$ cat config.mk
export PLATFORM = sky130hd
export DESIGN_NAME = sprite_blitter_flat
export DESIGN_NICKNAME = d
export VERILOG_FILES = /design/src/rtl/snake_gfx_pkg.sv /design/src/rtl/sprite_blitter_if.sv /design/src/rtl/sprite_blitter.sv /design/src/flat_wrapper.sv
export SDC_FILE = /design/constraint.sdc
export NUM_CORES = 1
export LEC_CHECK = 0
export BUFFER_PORTS_ARGS = -buffer_cell sky130_fd_sc_hd__clkbuf_2
export CAP_MARGIN = 0
export CORE_MARGIN = 4
export CORE_UTILIZATION = 59
export DETAILED_ROUTE_END_ITERATION = 8
export MAX_ROUTING_LAYER = met4
export PLACE_DENSITY = 0.85
export SYNTH_ARGS = -nofsm -noshare
export SYNTH_HDL_FRONTEND = slang
export SYNTH_SLANG_ARGS = --single-unit
$ cat constraint.sdc
create_clock -name clk -period 10.25 [get_ports clk]
set_input_delay 1.025 -clock clk [delete_from_list [all_inputs] [get_ports clk]]
set_output_delay 1.025 -clock clk [all_outputs]
set_load 0.02 [all_outputs]
$ cat src/rtl/snake_gfx_pkg.sv
// Shared graphics definitions: colour format, framebuffer geometry and the
// sprite blitter state encoding.
package snake_gfx_pkg;

   localparam int                RGB_W           = 12;
   localparam logic [RGB_W-1:0]  TRANSPARENT_RGB = 12'hF0F;

   localparam int FB_W  = 160;
   localparam int FB_H  = 120;
   localparam int FB_AW = $clog2(FB_W * FB_H);

   typedef enum logic [1:0] {
      IDLE,
      RUN,
      DRAIN,
      DONE
   } blit_state_t;

endpackage

$ cat src/rtl/sprite_blitter_if.sv
// Sprite ROM read port plus framebuffer write port. The blitter is the master:
// it drives ROM coordinates and write requests, and receives pixel data and
// write acceptance.
interface sprite_blitter_if
   import snake_gfx_pkg::*;
#(
   parameter int SPRITE_W = 16,
   parameter int SPRITE_H = 16,
   parameter int AW       = FB_AW
);

   logic [$clog2(SPRITE_W)-1:0] rom_sx;
   logic [$clog2(SPRITE_H)-1:0] rom_sy;
   logic [RGB_W-1:0]            rom_rgb;

   logic                        fb_we;
   logic [AW-1:0]               fb_addr;
   logic [RGB_W-1:0]            fb_wdata;
   logic                        fb_ready;

   modport master (
      output rom_sx, rom_sy, fb_we, fb_addr, fb_wdata,
      input  rom_rgb, fb_ready
   );

   modport slave (
      input  rom_sx, rom_sy, fb_we, fb_addr, fb_wdata,
      output rom_rgb, fb_ready
   );

endinterface

$ cat src/rtl/sprite_blitter.sv
// Copies a SPRITE_W x SPRITE_H sprite from a combinational ROM into the
// framebuffer at (dst_x, dst_y), skipping the colour key and clipping pixels
// that land off-screen. One pixel per cycle while the write port keeps up.
module sprite_blitter
   import snake_gfx_pkg::*;
#(
   parameter int               SPRITE_W    = 16,
   parameter int               SPRITE_H    = 16,
   parameter int               FB_W        = snake_gfx_pkg::FB_W,
   parameter int               FB_H        = snake_gfx_pkg::FB_H,
   parameter logic [RGB_W-1:0] TRANSPARENT = TRANSPARENT_RGB
) (
   input  logic                      clk,
   input  logic                      rst_n,
   input  logic                      start,
   input  logic [$clog2(FB_W)-1:0]   dst_x,
   input  logic [$clog2(FB_H)-1:0]   dst_y,
   output logic                      busy,
   output logic                      done,
   sprite_blitter_if.master          bus
);

   localparam int XW  = $clog2(FB_W);
   localparam int YW  = $clog2(FB_H);
   localparam int SXW = $clog2(SPRITE_W);
   localparam int SYW = $clog2(SPRITE_H);
   localparam int AW  = $clog2(FB_W * FB_H);

   blit_state_t       state_q, state_d;

   logic [SXW-1:0]    sx_q;
   logic [SYW-1:0]    sy_q;
   logic [XW-1:0]     dx_q;
   logic [YW-1:0]     dy_q;

   logic [XW:0]       x_sum;
   logic [YW:0]       y_sum;
   logic              in_bounds;
   logic              adv;
   logic              last_px;

   logic              fb_we_q;
   logic [AW-1:0]     fb_addr_q;
   logic [RGB_W-1:0]  fb_wdata_q;
   logic [SXW-1:0]    rom_sx_c;
   logic [SYW-1:0]    rom_sy_c;

   // One extra bit on each sum so a sprite hanging off the right/bottom edge
   // compares as out of range instead of wrapping back on-screen.
   assign x_sum     = {1'b0, dx_q} + (XW+1)'(sx_q);
   assign y_sum     = {1'b0, dy_q} + (YW+1)'(sy_q);
   assign in_bounds = (x_sum < (XW+1)'(FB_W)) && (y_sum < (YW+1)'(FB_H));

   // The output stage may take a new pixel when it is empty or being accepted.
   assign adv     = !fb_we_q || bus.fb_ready;
   assign last_px = (sx_q == SXW'(SPRITE_W - 1)) && (sy_q == SYW'(SPRITE_H - 1));

   // State register with synchronous reset.
   always_ff @(posedge clk) begin
      // NOTE: clocked state is always assigned with <= so every flop samples pre-edge values.
      if (!rst_n) state_q <= IDLE;
      else        state_q <= state_d;
   end

   // Next-state logic.
   always_comb begin
      // NOTE: default assignment first, so no path through the case leaves state_d unassigned (no latch).
      state_d = state_q;
      case (state_q)
         IDLE:    if (start)          state_d = RUN;
         RUN:     if (adv && last_px) state_d = DRAIN;
         DRAIN:   if (adv)            state_d = DONE;
         DONE:                        state_d = IDLE;
         default:                     state_d = IDLE;
      endcase
   end

   // Status outputs and ROM address; the ROM sees the counters only while scanning.
   always_comb begin
      busy     = (state_q == RUN) || (state_q == DRAIN);
      done     = (state_q == DONE);
      rom_sx_c = '0;
      rom_sy_c = '0;
      if (state_q == RUN) begin
         rom_sx_c = sx_q;
         rom_sy_c = sy_q;
      end
   end

   // Scan counters, latched destination and the registered write stage.
   always_ff @(posedge clk) begin
      if (!rst_n) begin
         sx_q       <= '0;
         sy_q       <= '0;
         dx_q       <= '0;
         dy_q       <= '0;
         fb_we_q    <= 1'b0;
         fb_addr_q  <= '0;
         fb_wdata_q <= '0;
      end else begin
         case (state_q)
            IDLE: begin
               if (start) begin
                  dx_q <= dst_x;
                  dy_q <= dst_y;
                  sx_q <= '0;
                  sy_q <= '0;
               end
            end
            RUN: begin
               if (adv) begin
                  fb_addr_q  <= AW'(y_sum) * AW'(FB_W) + AW'(x_sum);
                  fb_wdata_q <= bus.rom_rgb;
                  fb_we_q    <= (bus.rom_rgb != TRANSPARENT) && in_bounds;
                  sx_q       <= sx_q + 1'b1;
                  if (sx_q == SXW'(SPRITE_W - 1)) sy_q <= sy_q + 1'b1;
               end
            end
            DRAIN: begin
               if (adv) fb_we_q <= 1'b0;
            end
            default: ;
         endcase
      end
   end

   assign bus.rom_sx   = rom_sx_c;
   assign bus.rom_sy   = rom_sy_c;
   assign bus.fb_we    = fb_we_q;
   assign bus.fb_addr  = fb_addr_q;
   assign bus.fb_wdata = fb_wdata_q;

endmodule
$ cat src/flat_wrapper.sv
// flat-port wrapper written by rule: the top's interface ports become plain ports
module sprite_blitter_flat import snake_gfx_pkg::*;
#(
   parameter int               SPRITE_W    = 16,
   parameter int               SPRITE_H    = 16,
   parameter int               FB_W        = snake_gfx_pkg::FB_W,
   parameter int               FB_H        = snake_gfx_pkg::FB_H,
   parameter logic [RGB_W-1:0] TRANSPARENT = TRANSPARENT_RGB
)
  (clk, rst_n, start, dst_x, dst_y, busy, done, bus_rom_sx, bus_rom_sy, bus_fb_we, bus_fb_addr, bus_fb_wdata, bus_rom_rgb, bus_fb_ready);
  sprite_blitter_if #(.SPRITE_W(SPRITE_W), .SPRITE_H(SPRITE_H)) bus_i ();
  input  logic clk;
  input  logic rst_n;
  input  logic start;
  input  logic [$clog2(FB_W)-1:0] dst_x;
  input  logic [$clog2(FB_H)-1:0] dst_y;
  output logic busy;
  output logic done;
  output wire logic [$bits(bus_i.rom_sx)-1:0] bus_rom_sx;
  output wire logic [$bits(bus_i.rom_sy)-1:0] bus_rom_sy;
  output wire logic [$bits(bus_i.fb_we)-1:0] bus_fb_we;
  output wire logic [$bits(bus_i.fb_addr)-1:0] bus_fb_addr;
  output wire logic [$bits(bus_i.fb_wdata)-1:0] bus_fb_wdata;
  input wire logic [$bits(bus_i.rom_rgb)-1:0] bus_rom_rgb;
  input wire logic [$bits(bus_i.fb_ready)-1:0] bus_fb_ready;
  assign bus_rom_sx = bus_i.rom_sx;
  assign bus_rom_sy = bus_i.rom_sy;
  assign bus_fb_we = bus_i.fb_we;
  assign bus_fb_addr = bus_i.fb_addr;
  assign bus_fb_wdata = bus_i.fb_wdata;
  assign bus_i.rom_rgb = bus_rom_rgb;
  assign bus_i.fb_ready = bus_fb_ready;
  sprite_blitter #(.SPRITE_W(SPRITE_W), .SPRITE_H(SPRITE_H), .FB_W(FB_W), .FB_H(FB_H), .TRANSPARENT(TRANSPARENT)) u_core (.clk(clk), .rst_n(rst_n), .start(start), .dst_x(dst_x), .dst_y(dst_y), .busy(busy), .done(done), .bus(bus_i));
endmodule
# Word level (Yosys, flattened, before mapping)
# Cells that the tools add are included.
# totals
in_bits	31
out_inout_bits	38
reg_bits	53
wordCells	58
# classes
eq_ne	11
order_cmp	2
n_reduce_logical	16
mux	15
addsub	5
mul	1
# op_table
op	n
$mux W4	6
$pmux W4 S2	2
$add A15 B9 Y15	1
$ne A12 B12 Y1 const B	1
$mul A8 B3 Y10 const B	1
$add A8 B4 Y9	1
$lt A9 B8 Y1 const B	1
$reduce_and A3 Y1	3
$add A4 B1 Y4 const B	2
$add A7 B4 Y8	1
$eq A4 B4 Y1 const B	2
$lt A8 B7 Y1 const B	1
$pmux W2 S4	1
$mux W2	3
$ne A2 B1 Y1 const B	3
$eq A2 B2 Y1 const B	2
$logic_and A1 B1 Y1	4
$ne A2 B2 Y1 const B	2
$reduce_and A2 Y1	2
$reduce_and A4 Y1	1
$reduce_bool A2 Y1	2
$eq A2 B1 Y1 const B	1
$logic_not A2 Y1	1
$logic_or A1 B1 Y1	2
3 further kinds	4

# Depth between registers and ports, before layout
# depth
depth_word	6
mapped_depth	16
depth_no_buf	16

# Worst setup path after synthesis
# Ideal clock, no wire load.
# synth_timing
kind	register to register
startpoint	register u_core.sy_q[0]
endpoint	register u_core.fb_addr_q[14] (netlist: u_core.bus.fb_addr[14])
n_path_buf	0
stages_incl_launch_ff	16
arrival_ns	3.177
slack_ns	6.940
required_ns	10.117
period_less_slack_ns	3.310
path_cell_list	dfxtp_1 > ha_1 > inv_1 > fa_1 > nor2b_1 > o21ai_0 > nand2b_1 > xor2_1 > ha_1 > ha_1 > a211oi_2 > nor2_1 > o311ai_1 > nand3_1 > xnor2_1 > a21oi_1
# synth_between
elab_chain_len	3
# synth_rtl
item	line_no	text
start, declared	sprite_blitter.sv:32	logic [SYW-1:0] sy_q;
start signal, assigned	sprite_blitter.sv:116	if (sx_q == SXW'(SPRITE_W - 1)) sy_q <= sy_q + 1'b1;
$add A7 B4 Y8	sprite_blitter.sv:51	assign y_sum = {1'b0, dy_q} + (YW+1)'(sy_q);
$mul A8 B3 Y10	sprite_blitter.sv:112	fb_addr_q <= AW'(y_sum) * AW'(FB_W) + AW'(x_sum);
$add A15 B9 Y15	sprite_blitter.sv:112	
end signal, assigned	sprite_blitter.sv:112	
end, declared	sprite_blitter.sv:43	logic [AW-1:0] fb_addr_q;
# Every way passes these cells.
# A chain may end at the register's enable or synchronous reset.

# Worst setup path in the final report
# Same ends and word-level chain as after synthesis.

==> impl_metrics.yaml <==
critical_path:
  crit_type: "flip-flop to flip-flop"
  cp_common_cell: "ha_1"
  required_ns: 10.39
  max_stage_delay_ns: 0.42
  critPathTopFamily: "adder cells"
  worstPathCellList: "ha_1, inv_1, fa_1, nor2b_1, o21ai_0, nand2b_1, xor2_1, ha_1, ha_1, a211oi_2, nor2_1, o311ai_1, nand3_1, xnor2_1, a21oi_1"
  cp_slowest_cell: "dfxtp_1"
  timing.rr.start: "u_core.sy_q[0]"
  r2r.worst_path.cells: 15
  crit_arrival_ns: 3.94
  r2r_end: "u_core.bus.fb_addr[14]"
  path_buf_inv: 1
  cp.depth: 15
  r2r_setup_slack_ns: 6.45
  cp-end-kind: "flip-flop"
  crit_fanout: 5
  critPathLaunchType: "flip-flop"
final_layout:
  nets: 515
  instances_no_fill: 522
  drive_above_1_share_pct: 20.80
  area_delta_synth_final_pct: 14.54
  antenna_cells: 0
  stdcell_area_um2: 3676
  utilization_pct: 70.63
placed_design:
  hpwl_mm: 5.525
  place.gp.congestion: 0.8790
  placed_area_um2: 3563
  portBuffers: 68
  dp.cells: 514
  pre_cts_slack_ns: 6.538
timing:
  rsz0062_at_grt: "false"
  period_needed_ns: 3.800
  timing.final.max_slew_violations: 0
  hold_viol_final: 0
  setup_viol: 0
  worst-slew-pin-transition_ns: 1.222
  skew_ns: 0.004821
  fin_crit_sh_pct: 37.08
  setup_slack_ns: 6.450
  maxSlewHeadroom_pct: 18.19
  finalSetupTns_ns: 0
  max_freq_mhz: 263.1
global_routing:
  gr-usage-met1_pct: 26.19
  grt_pass1_vias: 2760
  grt_overflow: 0
  use_met3_pct: 3.947
  globalRouteTotalUtil_pct: 23.14
  grt_pass1_wl_mm: 11.85
  grtUsageMet2_pct: 41.03
  antenna_found_initial: 0
  top_usage_layer: "met2"
  grt_max_degree: 47
synth:
  avgSynthCellArea_um2: 8.146
  syn_nets: 458
  synth_top_area_share_pct: 33.06
  synth_warnings: 0
  synth_edf_count: 0
  synthTopCellsByArea: "dfxtp_1, ha_1, nand2_1"
  yosysMostFrequentCell: "nand2_1"
  async_flop_share_pct: 0
  synthTopCellsByCount: "nand2_1, dfxtp_1, a21oi_1"
  synthFlopType: "dfxtp_1"
  synth_cell_types: 55
  synth_seq_area_share_pct: 33.06
  netlist.top_cell.by_area: "dfxtp_1"
  syn_inst: 394
  synth_area_um2: 3209
  ys_ff_latch: 53
detailed_routing:
  drc_errors: 0
  detail_route.wl_per_cell_um: 13.74
  first_pass_iters: 5
  vias_per_cell: 5.502
  totalWireLength_mm: 7.172
  via_count: 2872
  initialDrtViolationCount: 112
  antenna_left: 0
cts:
  cts.repair.resized: 0
  numCtsBuffers: 5
  cts_tree: "done"
  numClockSinks: 53
  cts_setup_buffers: 0
  clk_pin_slew_ns: 0.10
  cts_hold_buf: 0
  cts_max_path_buffers: 2
  clockRootBuffer: "clkbuf_8"
  htreeDepth: 2
  clock_latency_ns: 0.31
min_path:
  worstHoldStart: "u_core.bus.fb_wdata[5]"
  hold_depth: 2
  hold_end: "u_core.bus.fb_wdata[5]"
  hold_class: "flip-flop to flip-flop"
power:
  p_leak_nw: 1.643
  vdd_ir_drop_max_mv: 0.1453
  powerDensity_nw_per_um2: 212.0
floorplanning:
  die_x_um: 81.76
  start_util_pct: 61.66
  dieHeight_um: 81.76
  pin_count: 69
  dieArea_um2: 6684
  fp.coreArea_um2: 5205
  row_count: 26
outcome:
  outcome: "completed"
job:
  cap_violations: 0
[cell type report]
cell class	instances	area [µm²]
timing repair buffer	68	340.3
inverter	19	71.32
tap	70	87.58
fill	422	1529
sequential	53	1061
clock inverter	3	43.79
multi-input combinational	304	2003
clock buffer	5	68.82
[cell families (layout without fill, tap and decap cells)]
| logic type | Yosys count | count (layout) | share of synthesized area [%] |
|---|---|---|---|
| simple gates | 157 | 157 | 23.43 |
| compound gates | 87 | 87 | 17.50 |
| flops | 53 | 53 | 33.06 |
| buf+inv | 37 | 95 | 4.600 |
| fa+ha+maj | 33 | 33 | 13.80 |
| xor+xnor | 23 | 23 | 6.277 |
| mux | 4 | 4 | 1.326 |
[cells in the final DEF (no fill, tap or decap), types with 8 or more instances in the layout]
cell,count
nand2_1,75
clkbuf_2,68
dfxtp_1,53
a21oi_1,43
ha_1,29
nor2_1,26
inv_1,18
xor2_1,13
nand3_1,10
xnor2_1,10
and2_1,10
a211oi_1,9
nand2b_1,8
[registers in the layout (all words and copies together), names as in the netlist]
name / flops
u_core.sx_q: 4
u_core.state_q: 2
u_core.bus.fb_addr: 15
u_core.bus.fb_we: 1
u_core.sy_q: 4
u_core.bus.fb_wdata: 12
u_core.dy_q: 7
u_core.dx_q: 8
[stage by stage]
step	hold slack (ns)	power, mW
floorplan	0.4406	0.5518
global placement	0.4413	0.6268
detailed placement	0.4436	0.6392
CTS	0.4630	0.7820
global route	0.4830	0.8381
finish	0.4598	0.7792
[how the worst max path moves through the flow]
stage	from	end
2_1_floorplan	u_core.sy_q[0]	u_core.bus.fb_addr[14]
3_3_place_gp	u_core.sy_q[0]	u_core.bus.fb_addr[14]
3_5_place_dp	u_core.sy_q[0]	u_core.bus.fb_addr[14]
4_1_cts	u_core.sy_q[0]	u_core.bus.fb_addr[14]
5_1_grt	u_core.sy_q[0]	u_core.bus.fb_addr[14]
6_report	u_core.sy_q[0]	u_core.bus.fb_addr[14]
[report_power, final]
part | internal [mW] | switching, mW | leakage [nW]
combinational | 0.126 | 0.221 | 1.15
clock | 0.0733 | 0.0709 | 0.0585
sequential | 0.253 | 0.0344 | 0.433
[layer usage]
metal / wire length (µm) / up-vias
met5: 0 / -
met4: 150 / 0
met3: 295 / 16
met2: 3753 / 62
met1: 2973 / 1332
li1: - / 1462
[worst reg2reg max path: cells and delay by family (launching register included)]
family	cells	cell delay, ns
AOI/OAI and AO/OA	4	0.88
DFF	1	0.42
adders and majority gates	4	1.27
xor gates and xnor gates	2	0.44
and+or+nand+nor	4	0.56
buffers and inverters	1	0.07
Note: power is estimated with default switching activity, not from simulation.
